`config.mk`:
```
export PLATFORM = sky130hd
export DESIGN_NAME = pipe_reg_chain_flat
export DESIGN_NICKNAME = d
export VERILOG_FILES = /design/src/rtl/pipe_pkg.sv /design/src/rtl/pipe_reg_chain_if.sv /design/src/rtl/pipe_stage.sv /design/src/rtl/pipe_reg_chain.sv /design/src/flat_wrapper.sv
export SDC_FILE = /design/constraint.sdc
export NUM_CORES = 1
export LEC_CHECK = 0
export CORE_ASPECT_RATIO = 1.25
export CORE_MARGIN = 2
export CORE_UTILIZATION = 37
export CTS_CLUSTER_SIZE = 14
export DETAILED_ROUTE_END_ITERATION = 16
export MAX_ROUTING_LAYER = met4
export PLACE_DENSITY = 0.87
export SLEW_MARGIN = 0
export SYNTH_ARGS = -nofsm -noshare
export SYNTH_HDL_FRONTEND = slang
export SYNTH_SLANG_ARGS = --single-unit
```
`constraint.sdc`:
```
create_clock -name Clk -period 1 [get_ports Clk]
set_input_delay 0.3 -clock Clk [delete_from_list [all_inputs] [get_ports Clk]]
set_output_delay 0.3 -clock Clk [all_outputs]
set_load 0.01 [all_outputs]
```
`src/rtl/pipe_pkg.sv`:
```
// Shared constants and helpers for the pipeline register chain.
package pipe_pkg;

  localparam int DEF_WIDTH = 32;
  localparam logic [DEF_WIDTH-1:0] DEF_RESET_VAL = '0;

  // Bits needed to hold a count from 0 up to and including depth.
  function automatic int clog2p1(input int depth);
    return $clog2(depth + 1);
  endfunction

endpackage

```
`src/rtl/pipe_reg_chain_if.sv`:
```
// Upstream/downstream bus of the pipeline register chain.
// The master side feeds payloads and controls; the slave side is the chain.
interface pipe_reg_chain_if
  import pipe_pkg::*;
#(
  parameter int WIDTH = DEF_WIDTH,
  parameter int DEPTH = 1
);

  localparam int CW = clog2p1(DEPTH);

  logic [WIDTH-1:0] D;
  logic             d_valid;
  logic             e;
  logic             flush;
  logic             in_ready;
  logic [WIDTH-1:0] q;
  logic             q_valid;
  logic [CW-1:0]    count;

  modport master (
    output D, d_valid, e, flush,
    input  in_ready, q, q_valid, count
  );

  modport slave (
    input  D, d_valid, e, flush,
    output in_ready, q, q_valid, count
  );

endinterface

```
`src/rtl/pipe_stage.sv`:
```
// One {valid, payload} pipeline register. An invalid stage always holds
// RESET_VAL so bubbles never carry stale data downstream.
module pipe_stage
  import pipe_pkg::*;
#(
  parameter int                WIDTH     = DEF_WIDTH,
  parameter logic [WIDTH-1:0]  RESET_VAL = WIDTH'(DEF_RESET_VAL)
) (
  input  logic             Clk,
  input  logic             Clrn,
  input  logic             load_i,
  input  logic             flush_i,
  input  logic             valid_i,
  input  logic [WIDTH-1:0] data_i,
  output logic             valid_o,
  output logic [WIDTH-1:0] data_o
);

  logic             valid_q;
  logic [WIDTH-1:0] data_q;

  // Flush beats load; a load of an invalid entry stores RESET_VAL.
  always_ff @(posedge Clk or negedge Clrn) begin
    if (!Clrn) begin
      valid_q <= 1'b0;
      data_q  <= RESET_VAL;
    end else if (flush_i) begin
      valid_q <= 1'b0;
      data_q  <= RESET_VAL;
    end else if (load_i) begin
      valid_q <= valid_i;
      data_q  <= valid_i ? data_i : RESET_VAL;
    end
  end

  assign valid_o = valid_q;
  assign data_o  = data_q;

endmodule

```
`src/rtl/pipe_reg_chain.sv`:
```
// DEPTH-stage pipeline register chain with global stall, synchronous flush
// and optional bubble squeezing while the output is stalled.
module pipe_reg_chain
  import pipe_pkg::*;
#(
  parameter int               WIDTH     = DEF_WIDTH,
  parameter int               DEPTH     = 1,
  parameter logic [WIDTH-1:0] RESET_VAL = WIDTH'(DEF_RESET_VAL),
  parameter bit               COLLAPSE  = 1'b0
) (
  input  logic             Clk,
  input  logic             Clrn,
  pipe_reg_chain_if.slave  bus
);

  localparam int CW = clog2p1(DEPTH);

  logic [DEPTH-1:0] valid_w;
  logic [WIDTH-1:0] data_w [DEPTH];
  logic [DEPTH-1:0] src_valid_w;
  logic [WIDTH-1:0] src_data_w [DEPTH];
  logic [DEPTH-1:0] free_c;
  logic [CW-1:0]    count_d;
  logic [CW-1:0]    count_q;

  // A stage may load when the output advances, or (in collapse mode) when
  // it or any stage below it has an empty slot to shift into.
  always_comb begin
    free_c = '0;
    free_c[DEPTH-1] = bus.e | (COLLAPSE & ~valid_w[DEPTH-1]);
    for (int i = DEPTH - 2; i >= 0; i--) begin
      free_c[i] = COLLAPSE ? (free_c[i+1] | ~valid_w[i]) : bus.e;
    end
  end

  genvar gi;
  generate
    for (gi = 0; gi < DEPTH; gi++) begin : g_stage
      if (gi == 0) begin : g_head
        assign src_valid_w[gi] = bus.d_valid;
        assign src_data_w[gi]  = bus.D;
      end else begin : g_body
        assign src_valid_w[gi] = valid_w[gi-1];
        assign src_data_w[gi]  = data_w[gi-1];
      end

      pipe_stage #(
        .WIDTH     (WIDTH),
        .RESET_VAL (RESET_VAL)
      ) u_stage (
        .Clk     (Clk),
        .Clrn    (Clrn),
        .load_i  (free_c[gi]),
        .flush_i (bus.flush),
        .valid_i (src_valid_w[gi]),
        .data_i  (src_data_w[gi]),
        .valid_o (valid_w[gi]),
        .data_o  (data_w[gi])
      );
    end
  endgenerate

  // Occupancy after this edge: popcount of the valid bits the stages will load.
  always_comb begin
    logic nv;
    nv      = 1'b0;
    count_d = '0;
    for (int i = 0; i < DEPTH; i++) begin
      if (bus.flush)      nv = 1'b0;
      else if (free_c[i]) nv = src_valid_w[i];
      else                nv = valid_w[i];
      count_d = count_d + CW'(nv);
    end
  end

  // Registered occupancy count, cleared with the stages.
  always_ff @(posedge Clk or negedge Clrn) begin
    if (!Clrn) count_q <= '0;
    else       count_q <= count_d;
  end

  assign bus.in_ready = free_c[0] & ~bus.flush;
  assign bus.q        = data_w[DEPTH-1];
  assign bus.q_valid  = valid_w[DEPTH-1];
  assign bus.count    = count_q;

endmodule

```
`src/flat_wrapper.sv`:
```
// flat-port wrapper written by rule: the top's interface ports become plain ports
module pipe_reg_chain_flat import pipe_pkg::*;
#(
  parameter int               WIDTH     = DEF_WIDTH,
  parameter int               DEPTH     = 1,
  parameter logic [WIDTH-1:0] RESET_VAL = WIDTH'(DEF_RESET_VAL),
  parameter bit               COLLAPSE  = 1'b0
)
  (Clk, Clrn, bus_D, bus_d_valid, bus_e, bus_flush, bus_in_ready, bus_q, bus_q_valid, bus_count);
  pipe_reg_chain_if #(.WIDTH(WIDTH), .DEPTH(DEPTH)) bus_i ();
  input  logic Clk;
  input  logic Clrn;
  input wire logic [$bits(bus_i.D)-1:0] bus_D;
  input wire logic [$bits(bus_i.d_valid)-1:0] bus_d_valid;
  input wire logic [$bits(bus_i.e)-1:0] bus_e;
  input wire logic [$bits(bus_i.flush)-1:0] bus_flush;
  output wire logic [$bits(bus_i.in_ready)-1:0] bus_in_ready;
  output wire logic [$bits(bus_i.q)-1:0] bus_q;
  output wire logic [$bits(bus_i.q_valid)-1:0] bus_q_valid;
  output wire logic [$bits(bus_i.count)-1:0] bus_count;
  assign bus_i.D = bus_D;
  assign bus_i.d_valid = bus_d_valid;
  assign bus_i.e = bus_e;
  assign bus_i.flush = bus_flush;
  assign bus_in_ready = bus_i.in_ready;
  assign bus_q = bus_i.q;
  assign bus_q_valid = bus_i.q_valid;
  assign bus_count = bus_i.count;
  pipe_reg_chain #(.WIDTH(WIDTH), .DEPTH(DEPTH), .RESET_VAL(RESET_VAL), .COLLAPSE(COLLAPSE)) u_core (.Clk(Clk), .Clrn(Clrn), .bus(bus_i));
endmodule
```
==> out/qor.csv <==
stage;metric;value;unit
sta;Period Utilization, post-route;1.12;
routing;final wirelength;3570;microns
setup_path;Top Family by Delay on Critical Path;flip-flops;
place;HPWL after DPL;2360;microns
setup_path;critical path type;flip-flop to output pin;
outcome;failing checks;setup timing;
finish;share of layout cells above drive strength 1;0.376;
sta;setup ws final;-0.121;ns
sta;final setup violation count;34;
setup_path;Largest stage delay, worst path;0.40;ns
finish;fill count;268;
grt;initial antenna violation count;0;
setup_path;worst-path maximum fanout;3;
clock_tree;H-tree levels;2;
synthesis;Syn Area/Cell;15.0;sq um
place;gp weighted congestion;0.785;
sta;Slew Limit Fails;0;
synthesis;most frequent cell after synthesis;dfrtp_1;
routing;ANT nets after route;0;
clock_tree;TritonCTS clock tree;built;
synthesis;Mapped Area;0.00126;sq mm
synthesis;sequential fraction of the synthesis area;0.653;
sta;Max Fclk;0.892;GHz
synthesis;xor/xnor share of the synthesized area;0;
flow_run;max_cap viols;0;
synthesis;Simple-Gate Fraction of Synth Area;0.0347;
routing;DRC Markers;0;
sta;RSZ-0062 raised after global routing;yes;
routing;First-pass DRT Iterations;4;
synthesis;compound-cell area share of the yosys netlist;0.246;
floorplan;Core Area;0.00322;sq mm
finish;nets;209;
sta;setup tns final;-2.91;ns
sta;Slew headroom;0.748;
floorplan;DIE WIDTH;56.3;microns
grt;grt ovf;0;
finish;Area Growth Syn to Fin;68.1;%
synthesis;mux share of post-synthesis cell area;0.00792;
grt;first-pass GRT wire length;5350;microns
floorplan;row cnt;23;
synthesis;number of library cell types mapped by synthesis;12;
synthesis;Post-synth top cells;33 x dfrtp_1, 30 x a32o_1, 5 x buf_2, 3 x buf_6;
min_path;Hold Path Class;input port to flip-flop;
grt;pin count of the biggest net entering global routing;34;
synthesis;top cells by area, synth;dfrtp_1 65%, a32o_1 24%, buf_6 2.7%;
floorplan;Die Y;69.3;microns
setup_path;CP required;0.70;ns
routing;WL/cell;17.0;microns
clock_tree;clock buffer depth;2;
clock_tree;Num CTS Buffers;5;
clock_tree;CTS Root Cell;clkbuf_8;
grt;global-route usage over all layers;0.181;
finish;fin cells;210;
sta;fin crit period;1.12;ns
synthesis;Mapped Cells;84;
synthesis;register bit count reported by yosys;33;
synthesis;Synth async-reset ratio;1.00;
power;PD cells;1320;mW/mm^2
synthesis;Synth Flop Type;dfrtp_1;
routing;Via Count;1129;
grt;vias in the first global route;1109;
floorplan;die area;0.00390;sq mm
setup_path;crit path cell chain;buf_2;
setup_path;Worst setup SP type;flip-flop;
sta;clock skew;0;ns
power;P_leak;0.00104;uW
setup_path;CP bufs+invs;1;
synthesis;Syn Nets;121;
synthesis;largest family of logic cells by synthesized area;compound AO/OA/AOI/OAI gates;
power;VDD IR-drop max;1.28;mV
routing;Via density;5.38;
finish;utilization after layout;0.659;
floorplan;Top Ports;72;
place;Placed Instances;186;
outcome;status;finished with violations;
floorplan;Starting Density;0.392;
synthesis;Synth Area in Adders;0;
clock_tree;Clk pin slew, worst setup/hold paths;0.06;ns
setup_path;crit path capture type;output pin;
setup_path;Critical-path top delay cell;dfrtp_1;
synthesis;EDFF count, synth;0;
setup_path;Arr. time, crit path;0.82;ns
finish;# diodes;0;
synthesis;post-synth top area cell;dfrtp_1;
clock_tree;clock sink total;33;
synthesis;Synthesis Warnings;0;
place;IO Port Bufs;71;
clock_tree;clk_lat worst skew;0.27;ns
place;pre-CTS setup slack;-1.05;ns
synthesis;post-synth top area share;0.653;
sta;Hold Fails Final Rpt;0;
routing;DRT iter0 DRCs;41;
sta;Worst-Margin Slew;0.377;ns
-- where the power goes --
part	total [uW]	internal [uW]	leakage [uW]	switching, uW
clock	898	493	0.0000395	405
sequential	1410	1390	0.000450	27.9
combinational	482	283	0.000554	199
-- cell usage in the layout (no fill, tap or decap), types with 2 or more instances in the layout --
cell	synthesis	layout
buf_2	5	27
clkbuf_1	2	3
buf_8	0	2
dfrtp_1	33	33
buf_6	3	11
clkbuf_8	0	5
nand3_1	2	2
nand2b_1	2	2
a21oi_1	2	2
nor2_4	0	2
clkdlybuf4s50_1	0	33
buf_4	1	15
a32o_1	30	30
-- through the flow --
step / power (uW) / hold WS (ns) / cell area, sq um
3_5_place_dp: 1900 / 0.481 / 2000
2_1_floorplan: 1590 / 0.00441 / 1260
6_report: 2790 / 0.238 / 2120
3_3_place_gp: 1880 / 0.473 / 2000
5_1_grt: 2920 / 0.227 / 2120
4_1_cts: 2780 / 0.382 / 1980
-- logic make-up after synthesis --
logic type,count (synthesis)
DFF,33
and+or+nand+nor,7
buffers and inverters,11
muxes,1
AOI/OAI and AO/OA,32
-- state kept, by name, summed over array words and instances, names as in the netlist --
name / flops
u_core.bus.count: 1
u_core.g_stage.u_stage.data_o: 32
-- final cells by class --
cell class,instances,area [sq um],area share
Clock buffer,8,80.1,0.0377
Tap cell,37,46.3,0.0218
Sequential cell,33,826,0.389
Multi-Input combinational cell,41,383,0.180
Timing Repair Buffer,91,790,0.372
-- final timing paths --
kind / cells past startpoint / endpoint / start / slack [ns]
min in group asynchronous: 2 / u_core.bus.count$_DFFE_PN0P_ / Clrn / 0.40
max in group asynchronous: 2 / u_core.g_stage[0].u_stage.data_o[12]$_DFFE_PN0P_ / Clrn / 0.43
worst min-delay path: 2 / u_core.g_stage[0].u_stage.data_o[31]$_DFFE_PN0P_ / bus_flush / 0.24
worst max-delay path: 1 / bus_q_valid / u_core.bus.count$_DFFE_PN0P_ / -0.12
worst max register to register: 3 / u_core.g_stage[0].u_stage.data_o[1]$_DFFE_PN0P_ / u_core.g_stage[0].u_stage.data_o[1]$_DFFE_PN0P_ / 0.06
worst min register to register: 1 / u_core.g_stage[0].u_stage.data_o[22]$_DFFE_PN0P_ / u_core.g_stage[0].u_stage.data_o[22]$_DFFE_PN0P_ / 0.48
-- metal layers --
layer / vias to the layer above / part of all wire / track usage
li1: 515 / - / -
met1: 566 / 0.38 / 0.198
met2: 44 / 0.55 / 0.310
met3: 4 / 0.059 / 0.0429
met4: 0 / 0.011 / 0.0794
met5: - / 0 / -
-- what timing repair did --
| action | in CTS | in global routing |
|---|---|---|
| hold buffers | 0 | 0 |
| buffers inserted | 7 | 7 |
| cloned | 0 | 2 |
| gates resized for setup | 152 | 19 |
| endpoints found under the setup margin | 68 | 67 |
| hold endpoints to repair | 0 | 0 |
| pin swaps | 12 | 1 |
Power figures use the tool's default switching activity.
